File: config.mk
export PLATFORM = sky130hd
export DESIGN_NAME = cpu_clk_ctrl
export DESIGN_NICKNAME = d
export VERILOG_FILES = /design/src/rtl/cpu_clk_ctrl_pkg.sv /design/src/rtl/cpu_clk_ctrl_btn_sync_debounce.sv /design/src/rtl/cpu_clk_ctrl.sv
export SDC_FILE = /design/constraint.sdc
export NUM_CORES = 1
export LEC_CHECK = 0
export CORE_MARGIN = 2
export CORE_UTILIZATION = 50
export DETAILED_ROUTE_END_ITERATION = 12
export DONT_BUFFER_PORTS = 1
export PLACE_DENSITY = 0.79
export SYNTH_ARGS = -nofsm -noshare
export SYNTH_HDL_FRONTEND = slang
export SYNTH_HIERARCHICAL = 1
export SYNTH_SLANG_ARGS = --single-unit
export TNS_END_PERCENT = 50
File: constraint.sdc
create_clock -name clk -period 1.7 [get_ports clk]
set_input_delay 0.085 -clock clk [delete_from_list [all_inputs] [get_ports clk]]
set_output_delay 0.085 -clock clk [all_outputs]
set_load 0.05 [all_outputs]
File: src/rtl/cpu_clk_ctrl_pkg.sv
// rtl/cpu_clk_ctrl_pkg.sv - shared state encoding, mode constants and width helper for cpu_clk_ctrl
package cpu_clk_ctrl_pkg;

  typedef enum logic [1:0] {
    ST_IDLE  = 2'd0,
    ST_RUN   = 2'd1,
    ST_BURST = 2'd2,
    ST_HALT  = 2'd3
  } ctrlState_t;

  localparam logic [1:0] MODE_STEP = 2'd0;
  localparam logic [1:0] MODE_SLOW = 2'd1;
  localparam logic [1:0] MODE_FAST = 2'd2;
  localparam logic [1:0] MODE_FULL = 2'd3;

  // Width of a counter that must reach n-1; never narrower than one bit.
  function automatic int cntWidth(input int n);
    return (n > 1) ? $clog2(n) : 1;
  endfunction

endpackage

File: src/rtl/cpu_clk_ctrl_btn_sync_debounce.sv
// rtl/cpu_clk_ctrl_btn_sync_debounce.sv - two-flop sync, debounce and press pulse for an active-low button
module btn_sync_debounce
  import cpu_clk_ctrl_pkg::*;
#(
  parameter int DEB_CYCLES = 240000
) (
  input  logic clk,
  input  logic rstN,
  input  logic btnRaw,
  output logic level,
  output logic press
);

  localparam int CNT_W = cntWidth(DEB_CYCLES);

  logic [1:0]       syncQ;
  logic [CNT_W-1:0] stableCnt;

  // Released (high) is the rest level, so reset never looks like a press.
  always_ff @(posedge clk or negedge rstN) begin
    if (!rstN) begin
      syncQ     <= 2'b11;
      stableCnt <= '0;
      level     <= 1'b1;
      press     <= 1'b0;
    end else begin
      syncQ <= {syncQ[0], btnRaw};
      press <= 1'b0;
      if (syncQ[1] == level) begin
        stableCnt <= '0;
      end else if (stableCnt == CNT_W'(DEB_CYCLES - 1)) begin
        stableCnt <= '0;
        level     <= syncQ[1];
        press     <= level;
      end else begin
        stableCnt <= stableCnt + CNT_W'(1);
      end
    end
  end

endmodule

File: src/rtl/cpu_clk_ctrl.sv
// rtl/cpu_clk_ctrl.sv - CPU clock-enable controller with POR, debounce, burst step; CPU_CLK_CTRL_BREAKPOINT_EN adds PC breakpoint
module cpu_clk_ctrl
  import cpu_clk_ctrl_pkg::*;
#(
  parameter int DIV_SLOW   = 6000000,
  parameter int DIV_FAST   = 600000,
  parameter int DIV_W      = 24,
  parameter int DEB_CYCLES = 240000,
  parameter int POR_CYCLES = 65535,
  parameter int STEP_W     = 3
`ifdef CPU_CLK_CTRL_BREAKPOINT_EN
  ,
  parameter int ADDR_W     = 12
`endif
) (
  input  logic              clk,
  input  logic              rstN,
  input  logic              clkBtn,
  input  logic              extRstBtn,
  input  logic [1:0]        modeSel,
  input  logic [STEP_W-1:0] stepCount,
`ifdef CPU_CLK_CTRL_BREAKPOINT_EN
  input  logic [ADDR_W-1:0] pcAddr,
  input  logic [ADDR_W-1:0] bpAddr,
  input  logic              bpValid,
`endif
  output logic              cpuClkEn,
  output logic              cpuRstN,
  output logic              porDone,
  output logic              stepBusy,
  output logic              halted
);

  localparam int POR_W = cntWidth(POR_CYCLES);

  logic [1:0]        modeMeta;
  logic [1:0]        modeSync;
  logic [1:0]        modePrev;
  logic              modeChg;
  logic [POR_W-1:0]  porCnt;
  logic              clkLevel;
  logic              clkPress;
  logic              extLevel;
  logic              extPress;
  logic              stepPress;
  logic [DIV_W-1:0]  divCnt;
  logic [DIV_W-1:0]  divMax;
  logic              divMode;
  logic              divDue;
  logic              pulseDue;
  logic              bpHit;
  logic [STEP_W-1:0] rem;
  ctrlState_t        state;
  ctrlState_t        nextState;

  btn_sync_debounce #(.DEB_CYCLES(DEB_CYCLES)) uClkBtn (
    .clk    (clk),
    .rstN   (rstN),
    .btnRaw (clkBtn),
    .level  (clkLevel),
    .press  (clkPress)
  );

  btn_sync_debounce #(.DEB_CYCLES(DEB_CYCLES)) uExtRstBtn (
    .clk    (clk),
    .rstN   (rstN),
    .btnRaw (extRstBtn),
    .level  (extLevel),
    .press  (extPress)
  );

  assign stepPress = clkPress & ~clkLevel;

  always_ff @(posedge clk or negedge rstN) begin
    if (!rstN) begin
      modeMeta <= MODE_STEP;
      modeSync <= MODE_STEP;
      modePrev <= MODE_STEP;
    end else begin
      modeMeta <= modeSel;
      modeSync <= modeMeta;
      modePrev <= modeSync;
    end
  end

  assign modeChg = (modeSync != modePrev);

  always_ff @(posedge clk or negedge rstN) begin
    if (!rstN) begin
      porCnt  <= '0;
      porDone <= 1'b0;
    end else if (!porDone) begin
      if (porCnt == POR_W'(POR_CYCLES - 1)) begin
        porDone <= 1'b1;
      end else begin
        porCnt <= porCnt + POR_W'(1);
      end
    end
  end

  // The press pulse coincides with the debounced low level, so either holds the CPU in reset.
  always_ff @(posedge clk or negedge rstN) begin
    if (!rstN) begin
      cpuRstN <= 1'b0;
    end else begin
      cpuRstN <= porDone & extLevel & ~extPress;
    end
  end

  assign divMode  = (modeSync == MODE_SLOW) || (modeSync == MODE_FAST);
  assign divMax   = (modeSync == MODE_SLOW) ? DIV_W'(DIV_SLOW - 1) : DIV_W'(DIV_FAST - 1);
  assign divDue   = divMode && (divCnt == divMax);
  assign pulseDue = (modeSync == MODE_FULL) || divDue;

`ifdef CPU_CLK_CTRL_BREAKPOINT_EN
  assign bpHit = bpValid && (pcAddr == bpAddr);
`else
  assign bpHit = 1'b0;
`endif

  // Divider runs in any divided mode so the first pulse lands DIV cycles after the mode settles.
  always_ff @(posedge clk or negedge rstN) begin
    if (!rstN) begin
      divCnt <= '0;
    end else if (!cpuRstN || modeChg || !divMode || divDue) begin
      divCnt <= '0;
    end else begin
      divCnt <= divCnt + DIV_W'(1);
    end
  end

  always_ff @(posedge clk or negedge rstN) begin
    if (!rstN) begin
      rem <= '0;
    end else if ((state == ST_IDLE) && (nextState == ST_BURST)) begin
      rem <= stepCount;
    end else if ((state == ST_BURST) && (rem != '0)) begin
      rem <= rem - STEP_W'(1);
    end
  end

  always_ff @(posedge clk or negedge rstN) begin
    if (!rstN) begin
      state <= ST_IDLE;
    end else begin
      state <= nextState;
    end
  end

  always_comb begin
    nextState = state;
    if (!cpuRstN || modeChg) begin
      nextState = ST_IDLE;
    end else begin
      case (state)
        ST_IDLE: begin
          if (modeSync != MODE_STEP) begin
            nextState = ST_RUN;
          end else if (stepPress) begin
            nextState = ST_BURST;
          end
        end
        ST_RUN: begin
          if (modeSync == MODE_STEP) begin
            nextState = ST_IDLE;
          end else if (pulseDue && bpHit) begin
            nextState = ST_HALT;
          end
        end
        ST_BURST: begin
          if (rem == '0) begin
            nextState = ST_IDLE;
          end
        end
        ST_HALT: begin
          if (stepPress) begin
            nextState = ST_RUN;
          end
        end
        default: nextState = ST_IDLE;
      endcase
    end
  end

  // In HALT the press itself is the single released pulse; the breakpoint compare is bypassed.
  always_comb begin
    cpuClkEn = 1'b0;
    if (cpuRstN && !modeChg) begin
      case (state)
        ST_RUN:   cpuClkEn = pulseDue && !bpHit;
        ST_BURST: cpuClkEn = 1'b1;
        ST_HALT:  cpuClkEn = stepPress;
        default:  cpuClkEn = 1'b0;
      endcase
    end
  end

  assign stepBusy = (state == ST_BURST);

`ifdef CPU_CLK_CTRL_BREAKPOINT_EN
  assign halted = (state == ST_HALT);
`else
  assign halted = 1'b0;
`endif

endmodule
# Word level (Yosys, flattened, before mapping)
# Index checks and enable logic that the tools add are counted.
dict set report totals {
  out_inout_bits 5
  in_bits 9
  regBits 97
  wordCells 89
}
dict set report classes {
  bitwise_logic 9
  addsub 5
  reduce_logical 21
  n_eq_ne 14
  n_mux 23
}
# operator n
set ops {}
lappend ops {{2-to-1 mux 18 bit} 4}
lappend ops {{adder 18 x 1 -> 18 bit, second input constant} 2}
lappend ops {{== test 18 bit, second input constant} 2}
lappend ops {{adder 24 x 1 -> 24 bit, second input constant} 1}
lappend ops {{== test 24 x 23 -> 1 bit} 1}
lappend ops {{2-to-1 mux 24 bit} 1}
lappend ops {{2-to-1 mux 23 bit} 1}
lappend ops {{adder 16 x 1 -> 16 bit, second input constant} 1}
lappend ops {{== test 16 bit, second input constant} 1}
lappend ops {{2-to-1 mux 2 bit} 6}
lappend ops {{== test 2 bit, second input constant} 5}
lappend ops {{case mux 2 bit (4 select lines)} 1}
lappend ops {{2-to-1 mux 1 bit} 7}
lappend ops {{2-to-1 mux 3 bit} 2}
lappend ops {{inverter 1 bit} 6}
lappend ops {{AND reduction 2 bit} 3}
lappend ops {{logical OR 1 bit} 5}
lappend ops {{== test 2 x 1 -> 1 bit, second input constant} 2}
lappend ops {{logical AND 1 bit} 4}
lappend ops {{zero test 2 bit} 2}
lappend ops {{nonzero test 2 bit} 2}
lappend ops {{AND 1 bit} 3}
lappend ops {{zero test 1 bit} 3}
lappend ops {{zero test 3 bit} 1}
lappend ops {{5 further kinds} 6}

# Longest topological paths before layout
dict set report depth {
  ltp_word 9
  ltp_mapped 7
  depth_no_buf 7
}

# Hierarchy
# Netlist, hierarchy kept.
# mod seq_area_each_um2 area_per_inst_um2 n_inst cells_each
set by_module_without_submodules {}
lappend by_module_without_submodules {cpu_clk_ctrl 1326.3 2721.4 1 266}
lappend by_module_without_submodules {btn_sync_debounce 554.3 1049.8 2 99}

# Least setup slack after synthesis
# OpenSTA, ideal clock, no wires.
dict set report synth_timing {
  path_type {register to register}
  from {reg state[0]}
  to {reg rem[1]}
  period_less_slack_ns 1.956
  t_arrival_ns 1.830
  setup_time_ns 0.126
  path_stages_with_launch 5
  required_time_ns 1.574
  path_buffers 0
  path_slack_ns -0.256
  path_cell_list {dfrtp_1 nor2b_1 nor2b_1 a21oi_1 a221o_1}
}
dict set report synth_via {
  elab_cells_between_ends 16
  classes_between {eq/ne (4); mux (8); reduce/logical (4)}
}
# element line
set synth_rtl {}
lappend synth_rtl {{start, declared} cpu_clk_ctrl.sv:53} ;# ctrlState_t state;
lappend synth_rtl {{start signal, assigned} cpu_clk_ctrl.sv:146} ;# state <= nextState;
lappend synth_rtl {{== test 2 bit *} -}
lappend synth_rtl {{net stepBusy} cpu_clk_ctrl.sv:30} ;# output logic stepBusy,
lappend synth_rtl {{case mux 2 bit (4 select lines)} cpu_clk_ctrl.sv:155} ;# case (state)
lappend synth_rtl {{2-to-1 mux 2 bit} cpu_clk_ctrl.sv:152} ;# if (!cpuRstN || modeChg) begin
lappend synth_rtl {{== test 2 bit} cpu_clk_ctrl.sv:135} ;# end else if ((state == ST_IDLE) && (nextState == ST_BURST)) begin
lappend synth_rtl {{logical AND 1 bit} cpu_clk_ctrl.sv:135}
lappend synth_rtl {{2-to-1 mux 3 bit or nonzero test 2 bit (tied branches)} -}
lappend synth_rtl {{end signal, assigned} cpu_clk_ctrl.sv:136} ;# rem <= stepCount;
lappend synth_rtl {{end signal, assigned} cpu_clk_ctrl.sv:138} ;# rem <= rem - STEP_W'(1);
lappend synth_rtl {{end, declared} cpu_clk_ctrl.sv:52} ;# logic [STEP_W-1:0] rem;
# The timed path passes the listed nets; every way through them passes the cells marked *.
# A chain may end at the register's enable or synchronous reset.

# Final worst setup path
dict set report layout_timing {
  from {reg modeSync[1]}
  to {out cpuClkEn}
}
dict set report layout_via {
  elab_chain_len 7
  elab_cells_between_ends 13
  classes_between {eq/ne (5); mux (3); reduce/logical (5)}
}
# element line
set layout_lines {}
lappend layout_lines {{start, declared} cpu_clk_ctrl.sv:37} ;# logic [1:0] modeSync;
lappend layout_lines {{start signal, assigned} cpu_clk_ctrl.sv:81} ;# modeSync <= modeMeta;
lappend layout_lines {{== test 2 x 1 -> 1 bit} {cpu_clk_ctrl.sv:110, cpu_clk_ctrl.sv:111}}
lappend layout_lines {{2-to-1 mux 23 bit} cpu_clk_ctrl.sv:111} ;# assign divMax = (modeSync == MODE_SLOW) ? DIV_W'(DIV_SLOW - 1) : DIV_W'(DIV_FAST - 1);
lappend layout_lines {{== test 24 x 23 -> 1 bit} cpu_clk_ctrl.sv:112} ;# assign divDue = divMode && (divCnt == divMax);
lappend layout_lines {{logical AND 1 bit} cpu_clk_ctrl.sv:112}
lappend layout_lines {{logical OR 1 bit} cpu_clk_ctrl.sv:113} ;# assign pulseDue = (modeSync == MODE_FULL) || divDue;
lappend layout_lines {{case mux 1 bit (3 select lines)} cpu_clk_ctrl.sv:189} ;# case (state)
lappend layout_lines {{2-to-1 mux 1 bit *} cpu_clk_ctrl.sv:188} ;# if (cpuRstN && !modeChg) begin
lappend layout_lines {{end, declared} cpu_clk_ctrl.sv:27} ;# output logic cpuClkEn,
# Every way passes the cells marked *; elsewhere a longest branch is shown, timed or not.

==> impl_results.md <==
* CP max FO at 4
* Yosys warnings at 6
* First-pass detailed-route iteration total at 4
* Die height at between 100 and 150 um
* Synth top area cells: dfrtp_1 47%, xor2_1 5.5%, xnor2_1 5.1%, dfstp_2 3.3%, nor2_1 3.1%
* Pwr Density at 686 mW/mm2
* Layout cell share with drive strength beyond 1 at around 29%
* Worst EP arrival at about 2.0 ns
* Grt ovf at 0
* Area grow syn2layout at 25.5%
* Outcome: finished, violations left
* CTS Sinks at between 90 and 100
* Final ANT Viol Nets at 0
* Asr flop ratio synth at 100%
* Pre-CTS WS at -0.106 ns
* Cell variety after synth at between 50 and 60
* Sw Ratio at 22.1%
* Die area at 0.0104 mm2
* Fmax at ~0.48 GHz
* Hold_buf cts at 7
* CTS tree: done
* Gr usage total at 20.8%
* Net switching power at 919 uW
* Failing checks: negative hold slack, negative setup slack
* Ant diodes at 0
* Area share of the largest cell type after synthesis at 47.2%
* Routed vias at between 3000 and 4000
* Hold slack at -0.597 ns
* Max Cap Viol at 0
* Final instance area at just over 0.006 mm2
* Comb pwr share at under 10%
* Top_reg_cell synth: dfrtp_1
* Hold Fails Final Rpt at 97
* Worst hold path class: in -> async
* Sequential power share at 56.7%
* DP Area at 0.00545 mm2
* Internal power at 3.23 mW
* Synth Register Bits at just under 100
* Final HPWL DP at 6550 um
* # setup viols final at 26
* Initial core utilization at 51.9%
* Via/cell ratio at 5.52
* Synth area leader: dfrtp_1
* Final slew viol count at 0
* Post-route DRC at 0
* Critical Path Source Type: register
* First-pass GRT wire length at between 15000 and 20000 um
* IO Count at 14
* Fin Setup TNS at -3.05 ns
* Synthesized area at about 0.0048 mm2
* Root Buffer: clkbuf_8
* Worst Path Required at around 1.6 ns
* Core area at ~0.0093 mm2
* Final period utilization at 123%
* Detailed-route wire length per cell at approximately 15 um
* Nets at 556
* Die X at approximately 100 um
* Max VDD drop at roughly 0.00050 V
* P_leak at 2.50 nW
* CP Capture Type: output pin
* First DRT Iteration DRCs at about 140
* Largest net degree at the start of global routing at 98
* Number of port buffers at 0
* Mapped Cells at 464
* Mean Syn Cell Area at 10.4 um2
* Post-route minimum period at about 2.1 ns
* Vias in the first global route at 3739
* Clk pwr share at 40.8%
* Final WS setup at -0.383 ns
* RSZ-0062 raised after global routing: true
* Sequential fraction of the synthesis area at 50.5%
* Worst Skew at approximately 0.0091 ns
* Num CTS Buffers at 9
* EDFF count, synth at 0
* Clk slew on worst S/H paths at 0.10 ns
* Clock H-tree levels at 3
* Total power at 4.15 mW
* Synthesized net count at 483
* WS Path Type: reg -> out
* Row cnt at 35
* Final WL at 10000 um
* Max Root-Sink Buffers at 2
* Initial antenna violation count at 0
* RD Place Congestion at 0.827
* Post-Route Utilization at ~65%
* Clock Latency Late Sink at 0.36 ns
==> cell families after synthesis <==
kind of cell,after synthesis,share of synthesized area [%]
flops,97,50.5
compound gates,52,7.09
simple gates,215,26.1
other cells,1,0.0778
fa+ha+maj,10,2.60
xor+xnor,58,10.5
mux,3,0.675
buf+inv,28,2.44
==> metal layers <==
layer	up-vias	part of all wire [%]	track usage (%)	wire (um)
met4	0	1.6	7.18	164
li1	1808	-	-	-
met3	17	2.9	4.65	291
met5	-	0	0	0
met1	1824	44	25.4	4440
met2	57	51	36.3	5120
==> synthesized netlist by cell type, drive strengths merged (3+ instances only) <==
library cell	instances
nand2b	4
clkbuf	5
nand2	26
a21oi	14
or3	14
nand3	27
or2	4
or4	6
inv	15
o21ai	13
buf	8
ha	10
and3	9
a31oi	3
nor4	11
dfrtp	91
nor3b	6
xor2	30
nor4bb	5
a211oi	10
o31ai	5
nor2b	3
nand4	16
and4	6
and2	5
nor3	26
nor2	40
xnor2	28
dfstp	6
==> power by group through the flow <==
stage | combinational, mW | sequential, mW | clock [mW]
4_1_cts | 0.0980 | 2.36 | 1.74
3_3_place_gp | 0.0751 | 2.40 | 0
5_1_grt | 0.111 | 2.36 | 1.84
3_5_place_dp | 0.0789 | 2.40 | 0
6_report | 0.101 | 2.35 | 1.69
2_1_floorplan | 0.0537 | 2.40 | 0
==> state kept, by name, indices dropped and copies added (netlist names) <==
register,count
divCnt,24
uClkBtn/stableCnt,18
uExtRstBtn/stableCnt,18
porCnt,16
rem,3
modeMeta,2
modePrev,2
modeSync,2
state,2
uClkBtn/syncQ,2
uExtRstBtn/syncQ,2
cpuRstN,1
porDone,1
uClkBtn/level,1
uClkBtn/press,1
uExtRstBtn/level,1
uExtRstBtn/press,1
==> layout make-up <==
| class | instances | area [um2] |
|---|---|---|
| Sequential cell | 97 | 2440 |
| Fill cell | 695 | 3240 |
| Tap cell | 129 | 161 |
| Clock inverter | 7 | 103 |
| Clock buffer | 9 | 124 |
| Multi-Input combinational cell | 339 | 2540 |
| Inverter | 15 | 56.3 |
| Timing Repair Buffer | 75 | 619 |
==> per-stage QoR <==
step / hold WS (ns) / instances
after CTS: -0.617 / 667
after global placement: -0.207 / 638
after detailed placement: -0.208 / 638
after global routing: -0.633 / 671
after floorplan: -0.211 / 464
final: -0.597 / 671
==> worst paths after layout <==
kind / end / slack, ns / cells after the start / start
max in group asynchronous: uClkBtn/level / 2.08 / 0 / rstN
hold / removal: uExtRstBtn/stableCnt[4] / -0.60 / 0 / rstN
min in group clk: uExtRstBtn/syncQ[0] / 0.25 / 1 / extRstBtn
setup reg to reg: divCnt[14] / -0.22 / 6 / divCnt[0]
hold reg to reg: uExtRstBtn/syncQ[1] / 0.36 / 0 / uExtRstBtn/syncQ[0]
setup / recovery: cpuClkEn / -0.38 / 7 / modeSync[1]
==> what timing repair did <==
item / CTS / global route
hold endpoints to repair: 104 / 97
setup endpoints to repair: 38 / 49
pin swaps: 10 / 9
cloned: 1 / 0
gates resized for setup: 26 / 25
buffers inserted: 5 / 6
==> critical path, cell delays in order (launching register included) <==
cell	delay, ns
dfrtp_1	0.40
inv_2	0.11
ha_4	0.17
and2_4	0.16
a31oi_2	0.10
nor4_4	0.31
buf_4	0.17
o31a_4	0.21
==> cell usage in the layout (no fill, tap or decap), types with 6 or more instances in the layout <==
cell type and instances:
nand2_1 26, o21ai_0 12, ha_1 6, buf_4 62, and3_1 7, a21oi_1 10, nor3_1 16, nand4_1 11
xnor2_1 28, or3_1 11, nand3_1 25, nor2_1 40, nor4_1 9, a211oi_2 6, nor3_2 9, dfstp_2 6
dfrtp_1 86, xor2_1 30, dlygate4sd3_1 7, clkbuf_8 9, inv_1 14
No activity file was read; power rests on OpenSTA's default activity.
